File: config.mk
export PLATFORM = sky130hd
export DESIGN_NAME = instr_encode_rv
export DESIGN_NICKNAME = d
export VERILOG_FILES = /design/src/rtl/instr_encode_rv.sv
export SDC_FILE = /design/constraint.sdc
export NUM_CORES = 1
export LEC_CHECK = 0
export BUFFER_PORTS_ARGS = -buffer_cell sky130_fd_sc_hd__buf_2
export CAP_MARGIN = 20
export CORE_UTILIZATION = 60
export DETAILED_ROUTE_END_ITERATION = 7
export HOLD_SLACK_MARGIN = 0.03
export PLACE_DENSITY = 0.89
export SLEW_MARGIN = 10
export SYNTH_ARGS = -nofsm -noshare
export SYNTH_HDL_FRONTEND = slang
export SYNTH_SLANG_ARGS = --single-unit
File: constraint.sdc
create_clock -name iwClk -period 9.1 [get_ports iwClk]
set_input_delay 0.455 -clock iwClk [delete_from_list [all_inputs] [get_ports iwClk]]
set_output_delay 0.455 -clock iwClk [all_outputs]
set_load 0.02 [all_outputs]
File: src/rtl/instr_encode_rv.sv
// ============================================================================
//  Module   : instr_encode_rv
//  Brief    : Field-level RV32I instruction encoder. Accepts one request per
//             cycle, checks it for legality, packs legal requests into a
//             32-bit word and queues {word, address} in a 2-entry FIFO.
//  Revision : 1.0  initial release
// ============================================================================
`default_nettype none

module instr_encode_rv #(
  parameter int                ADDR_W     = 32,
  parameter logic [ADDR_W-1:0] RESET_ADDR = '0,
  parameter int                ERR_W      = 8
) (
  input  logic              iwClk,
  input  logic              iwRst,
  input  logic              iwReqValid,
  output logic              owReqReady,
  input  logic [3:0]        iwReqClass,
  input  logic [2:0]        iwFunct3,
  input  logic              iwAlt,
  input  logic [4:0]        iwRd,
  input  logic [4:0]        iwRs1,
  input  logic [4:0]        iwRs2,
  input  logic [31:0]       iwImm,
  input  logic              iwSetBase,
  input  logic [ADDR_W-1:0] iwBase,
  output logic              owInstrValid,
  input  logic              iwInstrReady,
  output logic [31:0]       owInstr,
  output logic [ADDR_W-1:0] owInstrAddr,
  output logic              owErr,
  output logic [ERR_W-1:0]  owErrCount
);

  localparam logic [3:0] CLS_LUI    = 4'd0;
  localparam logic [3:0] CLS_AUIPC  = 4'd1;
  localparam logic [3:0] CLS_JAL    = 4'd2;
  localparam logic [3:0] CLS_JALR   = 4'd3;
  localparam logic [3:0] CLS_BRANCH = 4'd4;
  localparam logic [3:0] CLS_LOAD   = 4'd5;
  localparam logic [3:0] CLS_STORE  = 4'd6;
  localparam logic [3:0] CLS_OP_IMM = 4'd7;
  localparam logic [3:0] CLS_OP     = 4'd8;

  localparam logic [6:0] OPC_LUI    = 7'b0110111;
  localparam logic [6:0] OPC_AUIPC  = 7'b0010111;
  localparam logic [6:0] OPC_JAL    = 7'b1101111;
  localparam logic [6:0] OPC_JALR   = 7'b1100111;
  localparam logic [6:0] OPC_BRANCH = 7'b1100011;
  localparam logic [6:0] OPC_LOAD   = 7'b0000011;
  localparam logic [6:0] OPC_STORE  = 7'b0100011;
  localparam logic [6:0] OPC_OP_IMM = 7'b0010011;
  localparam logic [6:0] OPC_OP     = 7'b0110011;

  // Two-slot FIFO: slot 0 is always the head.
  logic [1:0]        count;
  logic [31:0]       word0, word1;
  logic [ADDR_W-1:0] addr0, addr1;
  logic [ADDR_W-1:0] addr_cnt;
  logic              err_pulse;
  logic [ERR_W-1:0]  err_cnt;

  logic              legal;
  logic [31:0]       enc;
  logic              accept, push, pop;
  logic [ADDR_W-1:0] tag;

  // A value fits an N-bit signed field when all bits from N-1 upward agree.
  logic fits12, fits13, fits21, is_shift;
  logic [11:0] i_imm;

  assign fits12   = (&iwImm[31:11]) | ~(|iwImm[31:11]);
  assign fits13   = (&iwImm[31:12]) | ~(|iwImm[31:12]);
  assign fits21   = (&iwImm[31:20]) | ~(|iwImm[31:20]);
  assign is_shift = (iwFunct3 == 3'd1) | (iwFunct3 == 3'd5);
  // Shift-immediates carry funct7 (with the SRAI alt bit) above a 5-bit shamt.
  assign i_imm    = ((iwReqClass == CLS_OP_IMM) && is_shift) ?
                    {1'b0, iwAlt, 5'b0, iwImm[4:0]} : iwImm[11:0];

  // Ready depends only on the registered occupancy.
  assign owReqReady = (count != 2'd2);
  assign accept     = iwReqValid & owReqReady;
  assign push       = accept & legal;
  assign pop        = (count != 2'd0) & iwInstrReady;
  // A base load in the same cycle retags the accepted request.
  assign tag        = iwSetBase ? iwBase : addr_cnt;

  // Legality of the presented request.
  always_comb begin
    legal = 1'b0;
    case (iwReqClass)
      CLS_LUI, CLS_AUIPC: legal = (iwImm[11:0] == 12'd0) & ~iwAlt;
      CLS_JAL:    legal = fits21 & ~iwImm[0] & ~iwAlt;
      CLS_JALR:   legal = (iwFunct3 == 3'd0) & fits12 & ~iwAlt;
      CLS_BRANCH: legal = (iwFunct3 != 3'd2) & (iwFunct3 != 3'd3) &
                          fits13 & ~iwImm[0] & ~iwAlt;
      CLS_LOAD:   legal = (iwFunct3 != 3'd3) & (iwFunct3 != 3'd6) &
                          (iwFunct3 != 3'd7) & fits12 & ~iwAlt;
      CLS_STORE:  legal = (iwFunct3 <= 3'd2) & fits12 & ~iwAlt;
      CLS_OP_IMM: begin
        if (is_shift) legal = (iwImm[31:5] == 27'd0) & (~iwAlt | (iwFunct3 == 3'd5));
        else          legal = fits12 & ~iwAlt;
      end
      CLS_OP:     legal = ~iwAlt | (iwFunct3 == 3'd0) | (iwFunct3 == 3'd5);
      default:    legal = 1'b0;
    endcase
  end

  // Pack fields into the standard R/I/S/B/U/J layouts.
  always_comb begin
    enc = 32'd0;
    case (iwReqClass)
      CLS_LUI:    enc = {iwImm[31:12], iwRd, OPC_LUI};
      CLS_AUIPC:  enc = {iwImm[31:12], iwRd, OPC_AUIPC};
      CLS_JAL:    enc = {iwImm[20], iwImm[10:1], iwImm[11], iwImm[19:12], iwRd, OPC_JAL};
      CLS_JALR:   enc = {i_imm, iwRs1, iwFunct3, iwRd, OPC_JALR};
      CLS_BRANCH: enc = {iwImm[12], iwImm[10:5], iwRs2, iwRs1, iwFunct3,
                         iwImm[4:1], iwImm[11], OPC_BRANCH};
      CLS_LOAD:   enc = {i_imm, iwRs1, iwFunct3, iwRd, OPC_LOAD};
      CLS_STORE:  enc = {iwImm[11:5], iwRs2, iwRs1, iwFunct3, iwImm[4:0], OPC_STORE};
      CLS_OP_IMM: enc = {i_imm, iwRs1, iwFunct3, iwRd, OPC_OP_IMM};
      CLS_OP:     enc = {1'b0, iwAlt, 5'b0, iwRs2, iwRs1, iwFunct3, iwRd, OPC_OP};
      default:    enc = 32'd0;
    endcase
  end

  // FIFO storage and occupancy; slot 1 shifts into slot 0 on pop.
  always_ff @(posedge iwClk) begin
    if (iwRst) begin
      count <= 2'd0;
      word0 <= 32'd0;
      word1 <= 32'd0;
      addr0 <= '0;
      addr1 <= '0;
    end else begin
      if (pop && push) begin
        if (count == 2'd1) begin
          word0 <= enc;
          addr0 <= tag;
        end else begin
          word0 <= word1;
          addr0 <= addr1;
          word1 <= enc;
          addr1 <= tag;
        end
      end else if (pop) begin
        word0 <= word1;
        addr0 <= addr1;
        count <= count - 2'd1;
      end else if (push) begin
        if (count == 2'd0) begin
          word0 <= enc;
          addr0 <= tag;
        end else begin
          word1 <= enc;
          addr1 <= tag;
        end
        count <= count + 2'd1;
      end
    end
  end

  // Instruction address counter; advances by one word per legal accept.
  always_ff @(posedge iwClk) begin
    if (iwRst)          addr_cnt <= RESET_ADDR;
    else if (iwSetBase) addr_cnt <= iwBase + (push ? ADDR_W'(4) : ADDR_W'(0));
    else if (push)      addr_cnt <= addr_cnt + ADDR_W'(4);
  end

  // Error pulse and saturating dropped-request counter.
  always_ff @(posedge iwClk) begin
    if (iwRst) begin
      err_pulse <= 1'b0;
      err_cnt   <= '0;
    end else begin
      err_pulse <= accept & ~legal;
      if (accept && !legal && !(&err_cnt)) err_cnt <= err_cnt + 1'b1;
    end
  end

  assign owInstrValid = (count != 2'd0);
  assign owInstr      = word0;
  assign owInstrAddr  = addr0;
  assign owErr        = err_pulse;
  assign owErrCount   = err_cnt;

endmodule

`default_nettype wire
==> impl_metrics.toml <==
[final_layout]
seqCellArea_sq_um = 3380
n_fill_cell = 1348
nNetsFinal = 1519
drive_gt1_share_pct = 17.1
num_antenna_cells = 0
final_common_cell = "dfxtp_1"
mostFrequentLayoutCells = "dfxtp_1 (169), nand2_1 (165), buf_2 (165)"
multiInputGateArea_sq_um = 6090
post-route-util_pct = 69.5
area_growth_syn_to_layout_pct = 12.1
fin_area_sq_um = 11600
fin_cells = 1651

[synth]
syn_area_per_cell_sq_um = 7.73
synthesis.area_sq_um = 10400
ys_seq_elements = 169
yosysTopAreaCell = "dfxtp_1"
synth_warnings = 0
ys_types = 79
synthArstFlopShare_pct = 0
synth_edf_count = 0
ys.flop_type = "dfxtp_1"
synth_cells = 1339
synthDominantCellAreaShare_pct = 32.7
synth-seq-area-share_pct = 32.7
syn_nets = 1440
synth_area_leaders = "dfxtp_1 (33%), a211oi_1 (9.8%), nand2_1 (6.0%)"

[sta]
finalSetupTns_ns = 0
setup_viol = 0
rsz0062_at_grt = "no"
max_slew.worst_pin.slew_ns = 1.07
final_hold_viol_count = 0
post-route-min-period_ns = 4.75
finalMaxSlewViolations = 0
relSlewSlack_pct = 28.3
clock.fmax_mhz = 211
skew_ns = 0.00783
finalCritPeriodShare_pct = 52.2

[power]
finalPower_mw = 2.06
clkPwrFrac_pct = 35.0
p_leak_nw = 4.46
pwr-share-comb_pct = 25.1
vdd_drop_max_v = 0.000175
power.density_nw_per_um2 = 177
intPower_mw = 1.33
power_frac_seq_pct = 39.9
p_switching_uw = 729
swShare_pct = 35.4

[grt]
grt_max_degree = 85
grt_usage_pct = 35.2
grt_pass1_vias = 10000
grt_antenna_before_repair = 0
grt_pass1_wl_um = 50600
grt_overflow = 0

[setup_path]
path_class = "in -> reg"
critical_path.max_fanout = 41
cp.required_ns = 9.45
reg2reg_depth = 13
regToRegSetupSlack_ns = 5.00
reg2reg_from = "count[0]$_SDFFE_PP0P_"
worst_setup_path_start_kind = "primary input"
end_kind = "register"
arrival_ns = 5.10
r2r_end = "owInstr[22]$_SDFFE_PP0P_"

[clocking]
cts_buffer_depth = 2
clock-sinks = 169
cts_tree = "built"
cts_buffers = 17
ctsResizeCount = 0
clk_latency_ns = 0.44
clock-root-buffer = "clkbuf_16"
cts_setup_buffers = 0
htreeDepth = 4
hold_buffers = 0
cts.clk_slew.worst_paths_ns = 0.07

[floorplan]
die-area_sq_um = 17800
coreArea_sq_um = 16700
die_height_um = 133
ios = 167
dieWidth_um = 133
rows = 47
initial_core_util_pct = 62.0

[worst_hold_path]
worstHoldStart = "iwBase[0]"
hold-path-endpoint = "addr_cnt[0]$_SDFFE_PP0P_"
whs_path_depth = 3
hold_class = "in -> reg"

[detailed_routing]
drt-initial-drc-count = 1250
ant_nets = 0
dr.pass1.iters = 8
routed_wl_um = 31400
vias_per_cell = 6.65
via_count = 11000
drc = 0
routedWlPerCell_um = 19.0

[placed_design]
port_buffers = 166
hpwl_um = 20500
dp.cells = 1618
placed_cell_area_sq_um = 11000
gp_congestion = 1.01

[flow_run]
max-cap-violations = 0

[outcome]
run_status = "complete, no violations"
per-layer routing:
| metal | share of wire (%) | global-route usage, % | wire length, um | vias to the layer above |
|---|---|---|---|---|
| met5 | 0 | 0 | 0 | - |
| met4 | 3.4 | 16.5 | 1080 | 0 |
| met3 | 8.1 | 5.25 | 2560 | 88 |
| met2 | 48 | 56.6 | 15000 | 573 |
| met1 | 41 | 46.4 | 12800 | 5195 |
| li1 | - | - | - | 5125 |
state kept, by name (all words and copies together) (netlist names):
name         flops
addr1           32
addr_cnt        32
owInstrAddr     32
owInstr         31
word1           31
owErrCount       8
count            2
owErr            1
kinds of logic (layout without fill, tap and decap cells):
group	after synthesis	count (layout)	share of synthesized area, %
AOI/OAI and AO/OA	468	468	32.3
and+or+nand+nor	429	429	20.0
buffers and inverters	207	299	8.74
DFF	169	169	32.7
xor gates and xnor gates	32	32	2.71
muxes	25	25	2.53
adders and majority gates	9	9	1.09
Yosys cell counts, types with 14 or more instances:
master and instances:
o21ai_0 72, a21oi_1 80, and3_1 16, nand4_1 20
a211oi_1 135, o31ai_1 36, o2111ai_1 34, inv_1 84
nor2_1 91, nand3_1 27, xor2_1 19, or4_1 14
clkbuf_1 85, nor2b_1 18, nor3_1 24, o211ai_1 18
nand2_1 165, dfxtp_1 169, mux2i_1 16
power by group through the flow:
stage | registers, mW | logic, mW | clock network [mW]
5_1_grt | 0.826 | 0.555 | 0.748
4_1_cts | 0.820 | 0.506 | 0.720
3_3_place_gp | 0.834 | 0.491 | 0
3_5_place_dp | 0.836 | 0.500 | 0
2_1_floorplan | 0.865 | 0.318 | 0
6_report | 0.821 | 0.517 | 0.721
layout make-up:
class	instances	area share [%]
multi-input combinational	963	52.5
sequential	169	29.2
timing repair buffer	181	8.26
clock buffer	18	3.78
clock inverter	14	1.20
tap	220	2.37
inverter	86	2.78
through the flow:
stage | hold WS (ns) | worst slack, ns
final | 0.314 | 4.35
after global routing | 0.328 | 4.15
after CTS | 0.310 | 4.31
after detailed placement | 0.449 | 3.90
after global placement | 0.442 | 4.07
after floorplan | 0.434 | 5.11
worst max-delay path by stage:
stage,from,end,cells past startpoint
2_1_floorplan,iwFunct3[2],addr_cnt[29]$_SDFFE_PP0N_,16
3_5_place_dp,iwReqClass[3],addr1[24]$_SDFFE_PP0P_,13
3_3_place_gp,iwReqClass[3],word1[14]$_SDFFE_PP0P_,13
6_report,iwReqClass[3],addr_cnt[23]$_SDFFE_PP0N_,16
4_1_cts,iwReqClass[3],addr1[31]$_SDFFE_PP0P_,13
5_1_grt,iwReqClass[2],owInstr[22]$_SDFFE_PP0P_,15
critical path, stage by stage:
cell	delay, ns
buf_2	0.44
nor2b_1	0.63
nor3b_1	0.35
a32oi_1	0.13
nand4_1	0.31
a22oi_2	0.13
buf_4	0.31
inv_1	0.18
ha_1	0.20
nand2_1	0.16
or4_1	0.63
nor4_2	0.40
a21o_1	0.19
nand2_1	0.05
a221o_1	0.33
a211oi_1	0.20
(Power assumes the default switching activity.)
